`src/rtl/pc_fetch_gen.sv`:
```
// pc_fetch_gen: fetch-group PC generator with valid/ready handshake, held branches and ADEF.
// Optional PC_PERF_CNT_EN adds fetch and redirect performance counters.
`ifndef EXCEPTION_ADEF
`define EXCEPTION_ADEF 7'h08
`endif
module pc_fetch_gen #(
    parameter int ADDR_WIDTH = 32,
    parameter int FETCH_WIDTH = 4,
    parameter logic [ADDR_WIDTH-1:0] RESET_PC = 32'h1C000000
) (
    input  logic                   clk,
    input  logic                   rst,
    input  logic [5:0]             pause,
    input  logic                   is_branch_i,
    input  logic [ADDR_WIDTH-1:0]  branch_target_addr_i,
    input  logic                   exception_flush,
    input  logic [ADDR_WIDTH-1:0]  exception_handle_pc_i,
    input  logic                   fetch_ready_i,
`ifdef PC_PERF_CNT_EN
    output logic [31:0]            perf_fetch_cnt_o,
    output logic [31:0]            perf_redirect_cnt_o,
`endif
    output logic [ADDR_WIDTH-1:0]  pc_o,
    output logic                   inst_en_o,
    output logic [FETCH_WIDTH-1:0] slot_mask_o,
    output logic                   is_exception_o,
    output logic [6:0]             exception_cause_o
);
    localparam int GB = $clog2(FETCH_WIDTH) + 2;
    localparam logic [ADDR_WIDTH-1:0] OFF_MASK = (ADDR_WIDTH'(1) << GB) - ADDR_WIDTH'(1);

    typedef enum logic [1:0] {BOOT, RUN, EXC} state_t;

    state_t                r_state, w_state_nxt;
    logic [ADDR_WIDTH-1:0] r_pc, w_pc_nxt, r_pend_pc, w_pend_pc_nxt, w_off;
    logic                  r_pend_vld, w_pend_vld_nxt;
    logic                  w_mis, w_flush, w_exc, w_en, w_fire, w_redirect;
    logic                  w_pause_unused;

    assign w_pause_unused = ^pause[5:1];
    assign w_mis   = r_pc[1:0] != 2'b00;
    assign w_flush = exception_flush & (r_state != BOOT);
    // A misaligned PC in RUN behaves as EXC already this cycle.
    assign w_exc   = (r_state == EXC) | ((r_state == RUN) & w_mis);
    assign w_en    = (r_state == RUN) & ~w_mis;
    assign w_fire  = w_en & fetch_ready_i & ~pause[0];

    always_ff @(posedge clk or negedge rst) begin
        if (!rst) begin
            r_state    <= BOOT;
            r_pc       <= RESET_PC;
            r_pend_pc  <= '0;
            r_pend_vld <= 1'b0;
        end else begin
            r_state    <= w_state_nxt;
            r_pc       <= w_pc_nxt;
            r_pend_pc  <= w_pend_pc_nxt;
            r_pend_vld <= w_pend_vld_nxt;
        end
    end

    always_comb begin
        w_state_nxt    = r_state;
        w_pc_nxt       = r_pc;
        w_pend_pc_nxt  = r_pend_pc;
        w_pend_vld_nxt = r_pend_vld;
        w_redirect     = 1'b0;
        if (w_flush) begin
            w_pc_nxt       = exception_handle_pc_i;
            w_pend_vld_nxt = 1'b0;
            w_state_nxt    = RUN;
            w_redirect     = 1'b1;
        end else if (w_exc) begin
            w_state_nxt = EXC;
        end else begin
            if (r_state == BOOT)
                w_state_nxt = RUN;
            if (pause[0]) begin
                if (is_branch_i) begin
                    w_pend_pc_nxt  = branch_target_addr_i;
                    w_pend_vld_nxt = 1'b1;
                end
            end else if (is_branch_i) begin
                w_pc_nxt       = branch_target_addr_i;
                w_pend_vld_nxt = 1'b0;
                w_redirect     = 1'b1;
            end else if (r_pend_vld) begin
                w_pc_nxt       = r_pend_pc;
                w_pend_vld_nxt = 1'b0;
                w_redirect     = 1'b1;
            end else if (w_fire) begin
                w_pc_nxt = (r_pc & ~OFF_MASK) + ADDR_WIDTH'(FETCH_WIDTH * 4);
            end
        end
    end

    assign w_off = (r_pc & OFF_MASK) >> 2;

    always_comb begin
        slot_mask_o = '0;
        for (int i = 0; i < FETCH_WIDTH; i++)
            slot_mask_o[i] = ADDR_WIDTH'(i) >= w_off;
    end

    assign pc_o              = r_pc;
    assign inst_en_o         = w_en;
    assign is_exception_o    = w_mis;
    assign exception_cause_o = w_mis ? `EXCEPTION_ADEF : 7'd0;

`ifdef PC_PERF_CNT_EN
    always_ff @(posedge clk or negedge rst) begin
        if (!rst) begin
            perf_fetch_cnt_o    <= '0;
            perf_redirect_cnt_o <= '0;
        end else begin
            perf_fetch_cnt_o    <= perf_fetch_cnt_o + 32'(w_fire);
            perf_redirect_cnt_o <= perf_redirect_cnt_o + 32'(w_redirect);
        end
    end
`else
    logic w_redirect_unused;
    assign w_redirect_unused = w_redirect;
`endif
endmodule

```
`config.mk`:
```
export PLATFORM = sky130hd
export DESIGN_NAME = pc_fetch_gen
export DESIGN_NICKNAME = d
export VERILOG_FILES = /design/src/rtl/pc_fetch_gen.sv
export SDC_FILE = /design/constraint.sdc
export NUM_CORES = 1
export LEC_CHECK = 0
export CAP_MARGIN = 0
export CORE_AREA = 3 3 84 126
export DETAILED_ROUTE_END_ITERATION = 8
export DIE_AREA = 0 0 87 129
export GPL_TIMING_DRIVEN = 1
export PLACE_DENSITY = 0.84
export SKIP_CTS_REPAIR_TIMING = 1
export SLEW_MARGIN = 10
export SYNTH_ARGS = -nofsm -noshare
export SYNTH_HDL_FRONTEND = slang
export SYNTH_SLANG_ARGS = --single-unit
```
`constraint.sdc`:
```
create_clock -name clk -period 1.9 [get_ports clk]
set_input_delay 0.475 -clock clk [delete_from_list [all_inputs] [get_ports clk]]
set_output_delay 0.475 -clock clk [all_outputs]
set_load 0.01 [all_outputs]
```
==> flow_summary_export.csv, run 1 <==
group,metric,value,unit
route,dr_total_vias,4354,
synthesis,synthMuxAreaShare,9.27,%
clocking,cts_max_path_buffers,2,
die,rows,44,
setup_path,crit_fanout,6,
synthesis,synth_edf_count,0,
synthesis,yosysMostFrequentCell,"o21ai_0",
synthesis,synth_seq_area_share,41.0,%
placement,dp_hpwl,9920,um
setup_path,r2r-end,"pc_o[30]",
synthesis,synth_warnings,0,
sta,finalSetupTns,0,ps
sta,min_period,1860,ps
synthesis,yosys.area.top_type,"dfrtp_1",
clocking,path_clk_slew,60,ps
die,die_w,87,um
synthesis,synth.distinct_cells,59,
placement,place_congestion,0.972,
global_route,overflow,0,
setup_path,required,1420,ps
setup_path,reg2reg_slack,70,ps
clocking,cts_made_buffers,9,
cells_and_area,final_cell_count_no_fill,717,
sta,setup_viol,0,
clocking,cts.sinks,67,
sta,drv_slew,0,
route,postRouteAntennaNets,0,
die,pin_count,120,
sta,max_freq,539,MHz
setup_path,worstSetupStartpointType,"flop",
setup_path,r2r_cells,6,
job,drv_cap,0,
route,drt_wl_total,13800,um
clocking,cts_tree,"built",
sta,hold_viol,0,
synthesis,ys_ff_latch,67,
synthesis,synth_xor_area_share,1.28,%
route,routedWlPerCell,19.2,um
cells_and_area,antenna_cells,0,
setup_path,worst-setup-path-type,"flop to primary output",
synthesis,synth_top_area_share,39.0,%
die,placeableCoreArea,9630,um^2
route,dr.pass1.iters,7,
synthesis,synth_area,4100,um^2
clocking,clk_latency,340,ps
placement,placed_cells,696,
placement,portBuffers,107,
power,ir_worst_vdd,0.821,mV
clocking,root_buffer,"clkbuf_16",
synthesis,synthAdderAreaFrac,0.305,%
route,drtIter0Drc,500,
min_path,hp-class,"input port to asynchronous set/reset pin",
setup_path,r2r_start,"pc_o[5]",
synthesis,yosys-top-cells-count,"o21ai_0 (66), dfrtp_1 (64), nand2_1 (44)",
synthesis,synth_compound_area_share,25.4,%
die,die_h,129,um
sta,tightest_slew,623,ps
sta,slew_headroom,58.4,%
setup_path,cp_data_arrival_time,1380,ps
setup_path,worstSetupStartpoint,"pc_o[7]",
power,p_leak,2.60,nW
global_route,grt_max_degree,68,
synthesis,netlist_instances,454,
cells_and_area,finalNetCount,673,
power,p_per_area,1490,nW/um^2
setup_path,end_kind,"primary output",
synthesis,syn_area_per_cell,9.03,um^2
global_route,grt_pass1_vias,4319,
global_route,antenna_found_initial,0,
cells_and_area,drive_gt1_share,22.3,%
synthesis,synth_top_family_by_area,"compound AO/OA/AOI/OAI gates",
synthesis,synth-simple-area-share,16.7,%
sta,rsz0062_at_grt,"no",
cells_and_area,area_delta_synth_final,47.3,%
outcome,status,"finished, final reports clean",
synthesis,synth_ff_type,"dfrtp_1",
synthesis,synth-async-reset-ratio,100,%
synthesis,synth_area_leaders,"dfrtp_1 (39%), mux2_2 (8.5%), o21ai_0 (8.1%)",
route,drc_errors,0,
die,initial_core_util,42.6,%
global_route,grt_pass1_wl,21700,um
clocking,htreeDepth,3,
die,die-area,11200,um^2
route,vias_per_cell,6.07,
global_route,grt_usage,25.1,%
sta,fin_worst_skew,7.54,ps
sta,period_share,97.7,%
power,p_total,9.00,mW
worst max path at each step:
stage,endpoint,slack (ps),cells past startpoint
after floorplan,pc_o[30],10,6
final,pc_o[7],40,2
after global placement,pc_o[18],-290,6
after detailed placement,pc_o[18],-310,6
after global routing,pc_o[5],0.8,2
after CTS,inst_en_o,-300,2
cells in the final DEF, fill, tap and decap left out, types with 9 or more instances in the layout:
master            n
a21oi_1          25
a221o_1          14
a31oi_1          13
buf_4            52
clkbuf_16         9
clkdlybuf4s50_1  92
dfrtp_1          56
dlymetal6s2s_1   14
inv_1            12
mux2_2           31
nand2_1          44
nand3_1          12
nor2_1           30
o21ai_0          63
final cells by class:
cell class / count / area, um^2
clock buffer: 12 / 267
multi-input combinational: 341 / 2230
fill: 735 / 3590
timing repair buffer: 165 / 1610
inverter: 13 / 48.8
clock inverter: 4 / 47.5
tap: 115 / 144
sequential: 67 / 1690
state kept, by name (all words and copies together) (netlist names):
signal,cells
r_state,2
r_pend_pc,32
r_pend_vld,1
pc_o,32
routing by layer:
metal	vias to the layer above	share of wire (%)	global-route usage (%)
met2	249	51	40.9
met4	0	4.7	14.9
met5	-	0	0
li1	1981	-	-
met1	2073	38	30.2
met3	51	7.1	4.93
power breakdown:
part,total (mW),internal (mW),switching [mW]
Combinational,4.37,2.26,2.10
Sequential,2.91,2.19,0.713
Clock,1.73,1.12,0.615
Total,9.00,5.57,3.43
through the flow:
stage          instance area (um^2)  util [%]  worst slack [ps]  hold WS, ps
4_1_cts                        5930      61.6              -305          164
2_1_floorplan                  4120         -              11.0          179
3_3_place_gp                   5620      58.3              -289          464
6_report                       6040      62.7              44.0          136
3_5_place_dp                   5620      58.3              -310          495
5_1_grt                        6040      62.7             0.754          176
cell families (layout without fill, tap and decap cells):
logic type / count (synthesis) / after routing
AO/OA/AOI/OAI: 164 / 164
AND/OR/NAND/NOR: 129 / 129
flip-flops: 67 / 67
buffers and inverters: 51 / 194
multiplexers: 34 / 34
XOR/XNOR: 6 / 6
other: 2 / 7
adder cells (fa/ha/maj): 1 / 1
worst max-delay path, stage by stage (launching register included):
cell	delay [ps]
dfrtp_1	350
buf_4	150
clkdlybuf4s50_1	540
Power figures use the tool's default switching activity.
==> run 2, diff against run 1 <==
Settings changed: CELL_PAD_IN_SITES_DETAIL_PLACEMENT set to 0, CELL_PAD_IN_SITES_GLOBAL_PLACEMENT set to 2, CORE_AREA 3 3 84 126 to 3 3 109 163, DIE_AREA 0 0 87 129 to 0 0 112 166, SKIP_LAST_GASP set to 1.
==> run 2 against run 1 <==
Final cell count grew 14%. First-iteration DRC count decreased by 48%. Register-to-register slack better by 40 ps. Combinational power increased by 2%. Clock power decreased by 3%. Worst setup slack improved by 5.7 ps. Clock skew barely moved. Via count decreased by 2.9%. Utilization shrank 25 points.
==> flow_summary_export.csv, run 2 (synthesis gave the netlist of run 1 again) <==
group,metric,value,unit
setup_path,r2r-end,"pc_o[20]",
sta,rsz0062_at_grt,"yes",
route,drc_errors,0,
setup_path,crit_family,"buffers and inverters",
sta,fin_worst_skew,7.78,ps
placement,portBuffers,107,
power,p_sw_share,38.3,%
die,rows,57,
die,die_w,112,um
clocking,cts_made_buffers,9,
route,dr.pass1.iters,5,
job,drv_cap,0,
sta,min_period,1850,ps
setup_path,r2r_cells,6,
placement,dp_hpwl,11400,um
outcome,status,"finished, final reports clean",
die,initial_core_util,25.1,%
setup_path,slowest_delay,540,ps
power,p_int,5.53,mW
power,combinationalPowerShare,49.7,%
cells_and_area,fin_area,6170,um^2
die,pin_count,120,
setup_path,cp_data_arrival_time,1380,ps
setup_path,reg2reg_slack,110,ps
die,die-area,18600,um^2
route,postRouteAntennaNets,0,
clocking,clk_latency,340,ps
setup_path,crit_buf_inv,2,
route,routedWlPerCell,18.5,um
cells_and_area,layout_commonest_cell,"clkdlybuf4s50_1",
global_route,grt_max_degree,68,
die,placeableCoreArea,16300,um^2
clocking,root_buffer,"clkbuf_16",
setup_path,path_cells,"buf_4 -> clkdlybuf4s50_1",
power,p_per_area,1450,nW/um^2
clocking,path_clk_slew,60,ps
setup_path,crit_fanout,5,
power,p_seq_share,31.6,%
sta,setup_viol,0,
sta,hold_viol,0,
die,die_h,166,um
sta,max_freq,540,MHz
cells_and_area,area_delta_synth_final,50.5,%
global_route,grt_usage,16.2,%
setup_path,slowest_stage,"clkdlybuf4s50_1",
setup_path,worst-setup-path-type,"flop to primary output",
global_route,overflow,0,
setup_path,required,1420,ps
setup_path,worstSetupStartpointType,"flop",
placement,place_congestion,0.907,
sta,finalSetupTns,0,ps
min_path,hp-class,"input port to asynchronous set/reset pin",
cells_and_area,drive_gt1_share,22.5,%
cells_and_area,antenna_cells,0,
setup_path,end_kind,"primary output",
global_route,antenna_found_initial,0,
power,p_total,8.96,mW
setup_path,r2r_start,"r_state[1]",
clocking,cts_max_path_buffers,2,
clocking,htreeDepth,3,
power,clkPwrFrac,18.7,%
route,drt_wl_total,15000,um
placement,placed_cells,793,
route,dr_total_vias,4226,
power,ir_worst_vdd,0.555,mV
sta,drv_slew,0,
global_route,grt_pass1_vias,4246,
clocking,cts_tree,"built",
global_route,grt_pass1_wl,23900,um
placement,postPlaceCellArea,5760,um^2
cells_and_area,final_core_util,37.8,%
power,p_leak,2.63,nW
cells_and_area,final_cell_count_no_fill,815,
power,netSwitchingPower,3.44,mW
route,vias_per_cell,5.19,
cells_and_area,most-common-layout-cells,"clkdlybuf4s50_1 (91), o21ai_0 (63), buf_4 (58)",
sta,period_share,97.4,%
cells_and_area,finalNetCount,680,
route,drtIter0Drc,262,
clocking,cts.sinks,67,
## run 2: worst reg2reg max path, delay by kind of cell (launching register included)
family	cells	cell delay [ps]
AOI/OAI and AO/OA	4	920
buffers and inverters	2	350
DFF	1	410
## run 2: power by group through the flow
| stage | clock, mW | combinational, mW | sequential [mW] |
|---|---|---|---|
| 3_3_place_gp | 0 | 4.32 | 2.83 |
| 6_report | 1.68 | 4.46 | 2.83 |
| 3_5_place_dp | 0 | 4.38 | 2.86 |
| 5_1_grt | 1.79 | 4.89 | 2.93 |
| 4_1_cts | 1.71 | 4.40 | 2.84 |
| 2_1_floorplan | 0 | 2.08 | 2.91 |
## run 2: how the worst max path moves through the flow
stage	from	cells past startpoint	endpoint
6_report	pc_o[5]	2	pc_o[5]
5_1_grt	pc_o[1]	7	pc_o[11]
4_1_cts	r_state[0]	2	inst_en_o
3_5_place_dp	is_branch_i	7	pc_o[25]
3_3_place_gp	is_branch_i	7	pc_o[31]
2_1_floorplan	pc_o[4]	6	pc_o[30]
## run 2: area by class of cell
cell class	instances	area (um^2)
Multi-Input combinational cell	341	2220
Tap cell	206	258
Inverter	13	48.8
Clock buffer	11	243
Fill cell	1600	10200
Sequential cell	67	1690
Clock inverter	5	52.6
Timing Repair Buffer	172	1660
## run 2: layer usage
metal	share of wire (%)	vias up	global-route usage, %
met2	51	159	28.1
met5	0	-	0
met4	3.1	0	6.90
met1	40	2049	19.3
met3	5.3	29	3.21
li1	-	1989	-
## run 2: metrics by stage
| stage | setup WS [ps] | hold WS, ps |
|---|---|---|
| 2_1_floorplan | 11.0 | 179 |
| 3_3_place_gp | -314 | 464 |
| 3_5_place_dp | -343 | 472 |
| 4_1_cts | -274 | 179 |
| 5_1_grt | -41.5 | 188 |
| 6_report | 49.7 | 154 |
==> run 3, diff against run 2 <==
Settings changed: CAP_MARGIN 0 to 20, SETUP_SLACK_MARGIN set to 0.4.
==> run 3 against run 2 <==
Final cell count up 4.9%. Clock power is essentially flat. Non-clock buffer count up 40. Largest power group unchanged. Routed wire length grew 8.1%. Worst setup slack better by 2.4 ps. Sequential power up 2%. Clock skew is essentially flat. Critical endpoint is now inst_en_o. Design area grew 12%. First-iteration DRC count shrank 18%.
==> flow_summary_export.csv, run 3 (synthesis gave the netlist of run 1 again) <==
group,metric,value,unit
clocking,cts_max_path_buffers,2,
power,p_leak,3.03,nW
setup_path,r2r_start,"pc_o[1]",
cells_and_area,fin_area,6910,um^2
route,routedWlPerCell,19.0,um
placement,portBuffers,107,
setup_path,end_kind,"primary output",
sta,setup_viol,0,
die,initial_core_util,25.1,%
sta,drv_slew,0,
power,p_int,6.27,mW
setup_path,worstSetupStartpointType,"flop",
cells_and_area,area_delta_synth_final,68.5,%
clocking,cts.sinks,67,
sta,hold_viol,0,
power,netSwitchingPower,3.91,mW
placement,place_congestion,0.884,
setup_path,worstSetupStartpoint,"pc_o[1]",
power,clkPwrFrac,16.5,%
clocking,cts_made_buffers,9,
die,rows,57,
sta,fin_ws,52.0,ps
route,vias_per_cell,5.15,
job,drv_cap,0,
route,drtIter0Drc,216,
sta,period_share,97.3,%
global_route,antenna_found_initial,0,
setup_path,worst-setup-path-type,"flop to primary output",
power,ir_worst_vdd,0.485,mV
route,dr_wl_met3,706,um
cells_and_area,finalNetCount,721,
cells_and_area,antenna_cells,0,
global_route,grt_max_degree,41,
cells_and_area,most-common-layout-cells,"buf_4 (76), clkdlybuf4s50_1 (66), dfrtp_1 (48)",
clocking,root_buffer,"clkbuf_16",
min_path,hp-class,"input port to asynchronous set/reset pin",
cells_and_area,drive_gt1_share,36.2,%
setup_path,cp_data_arrival_time,1370,ps
route,wl_met2,8780,um
placement,pre_cts_ws,-365,ps
clocking,clk_latency,340,ps
global_route,overflow,0,
route,drt_wl_total,16300,um
die,pin_count,120,
clocking,path_clk_slew,50,ps
route,met1_length,6410,um
placement,dp_hpwl,11800,um
setup_path,required,1420,ps
placement,postPlaceCellArea,6030,um^2
route,dr.pass1.iters,5,
sta,rsz0062_at_grt,"yes",
power,combinationalPowerShare,55.2,%
setup_path,slowest_stage,"dfrtp_2",
route,postRouteAntennaNets,0,
power,p_per_area,1470,nW/um^2
global_route,grt_pass1_vias,4247,
setup_path,crit_fanout,3,
sta,fin_worst_skew,7.44,ps
power,p_seq_share,28.3,%
die,die_w,112,um
outcome,status,"finished, final reports clean",
sta,min_period,1850,ps
setup_path,reg2reg_slack,70,ps
route,routed.top_layer,"met4",
setup_path,slowest_delay,420,ps
sta,max_freq,541,MHz
route,dr_total_vias,4403,
global_route,grt_usage,16.3,%
power,p_sw_share,38.4,%
global_route,grt_pass1_wl,23900,um
cells_and_area,layout_commonest_cell,"buf_4",
die,placeableCoreArea,16300,um^2
clocking,cts_tree,"built",
clocking,htreeDepth,3,
route,drc_errors,0,
die,die-area,18600,um^2
setup_path,path_cells,"nor4b_4 -> buf_4 -> dlymetal6s2s_1",
die,die_h,166,um
==> run 3: worst max-delay path, delay by kind of cell, from the launching register on <==
family	cells	cell delay, ps
buffers and inverters	2	310
AND/OR/NAND/NOR	1	310
flip-flops	1	420
==> run 3: layout make-up <==
class	count	area (um^2)
fillers	1556	9420
multi-input cells	342	2500
repair buffers	212	2110
flip-flops and latches	67	1700
clock buffers	13	260
well taps	206	258
inverters	13	52.6
clock inverters	2	35.0
==> run 3: per-stage QoR <==
| stage | TNS [ps] | hold WS, ps | utilization (%) | power [mW] | instances |
|---|---|---|---|---|---|
| 6_report | 0 | 126 | 42.3 | 10.2 | 855 |
| 5_1_grt | -37.3 | 139 | 42.3 | 10.8 | 855 |
| 4_1_cts | -1330 | 127 | 38.7 | 9.37 | 824 |
| 3_5_place_dp | -13410 | 473 | 36.9 | 7.65 | 809 |
| 3_3_place_gp | -11320 | 463 | 36.9 | 7.54 | 809 |
| 2_1_floorplan | 0 | 179 | - | 5.27 | 459 |
==> run 3: power groups by stage <==
stage          sequential [mW]  clock [mW]  combinational (mW)
6_report                  2.88        1.68                5.62
5_1_grt                   2.96        1.78                6.07
4_1_cts                   2.89        1.72                4.76
3_5_place_dp              2.91           0                4.74
3_3_place_gp              2.87           0                4.67
2_1_floorplan             2.94           0                2.33
==> run 3: worst paths after layout <==
| path | to | cells after the start |
|---|---|---|
| min in group clk | r_pend_pc[10] | 2 |
| max | inst_en_o | 3 |
| max reg2reg | pc_o[25] | 7 |
| max in group asynchronous | pc_o[26] | 2 |
| min reg2reg | r_pend_pc[10] | 2 |
| min | pc_o[1] | 2 |
==> run 3: routing by layer <==
layer  up-vias  global-route usage [%]
met4         0                    5.81
met5         -                       0
met1      2158                    19.7
li1       2081                       -
met2       144                    29.3
met3        20                    2.04
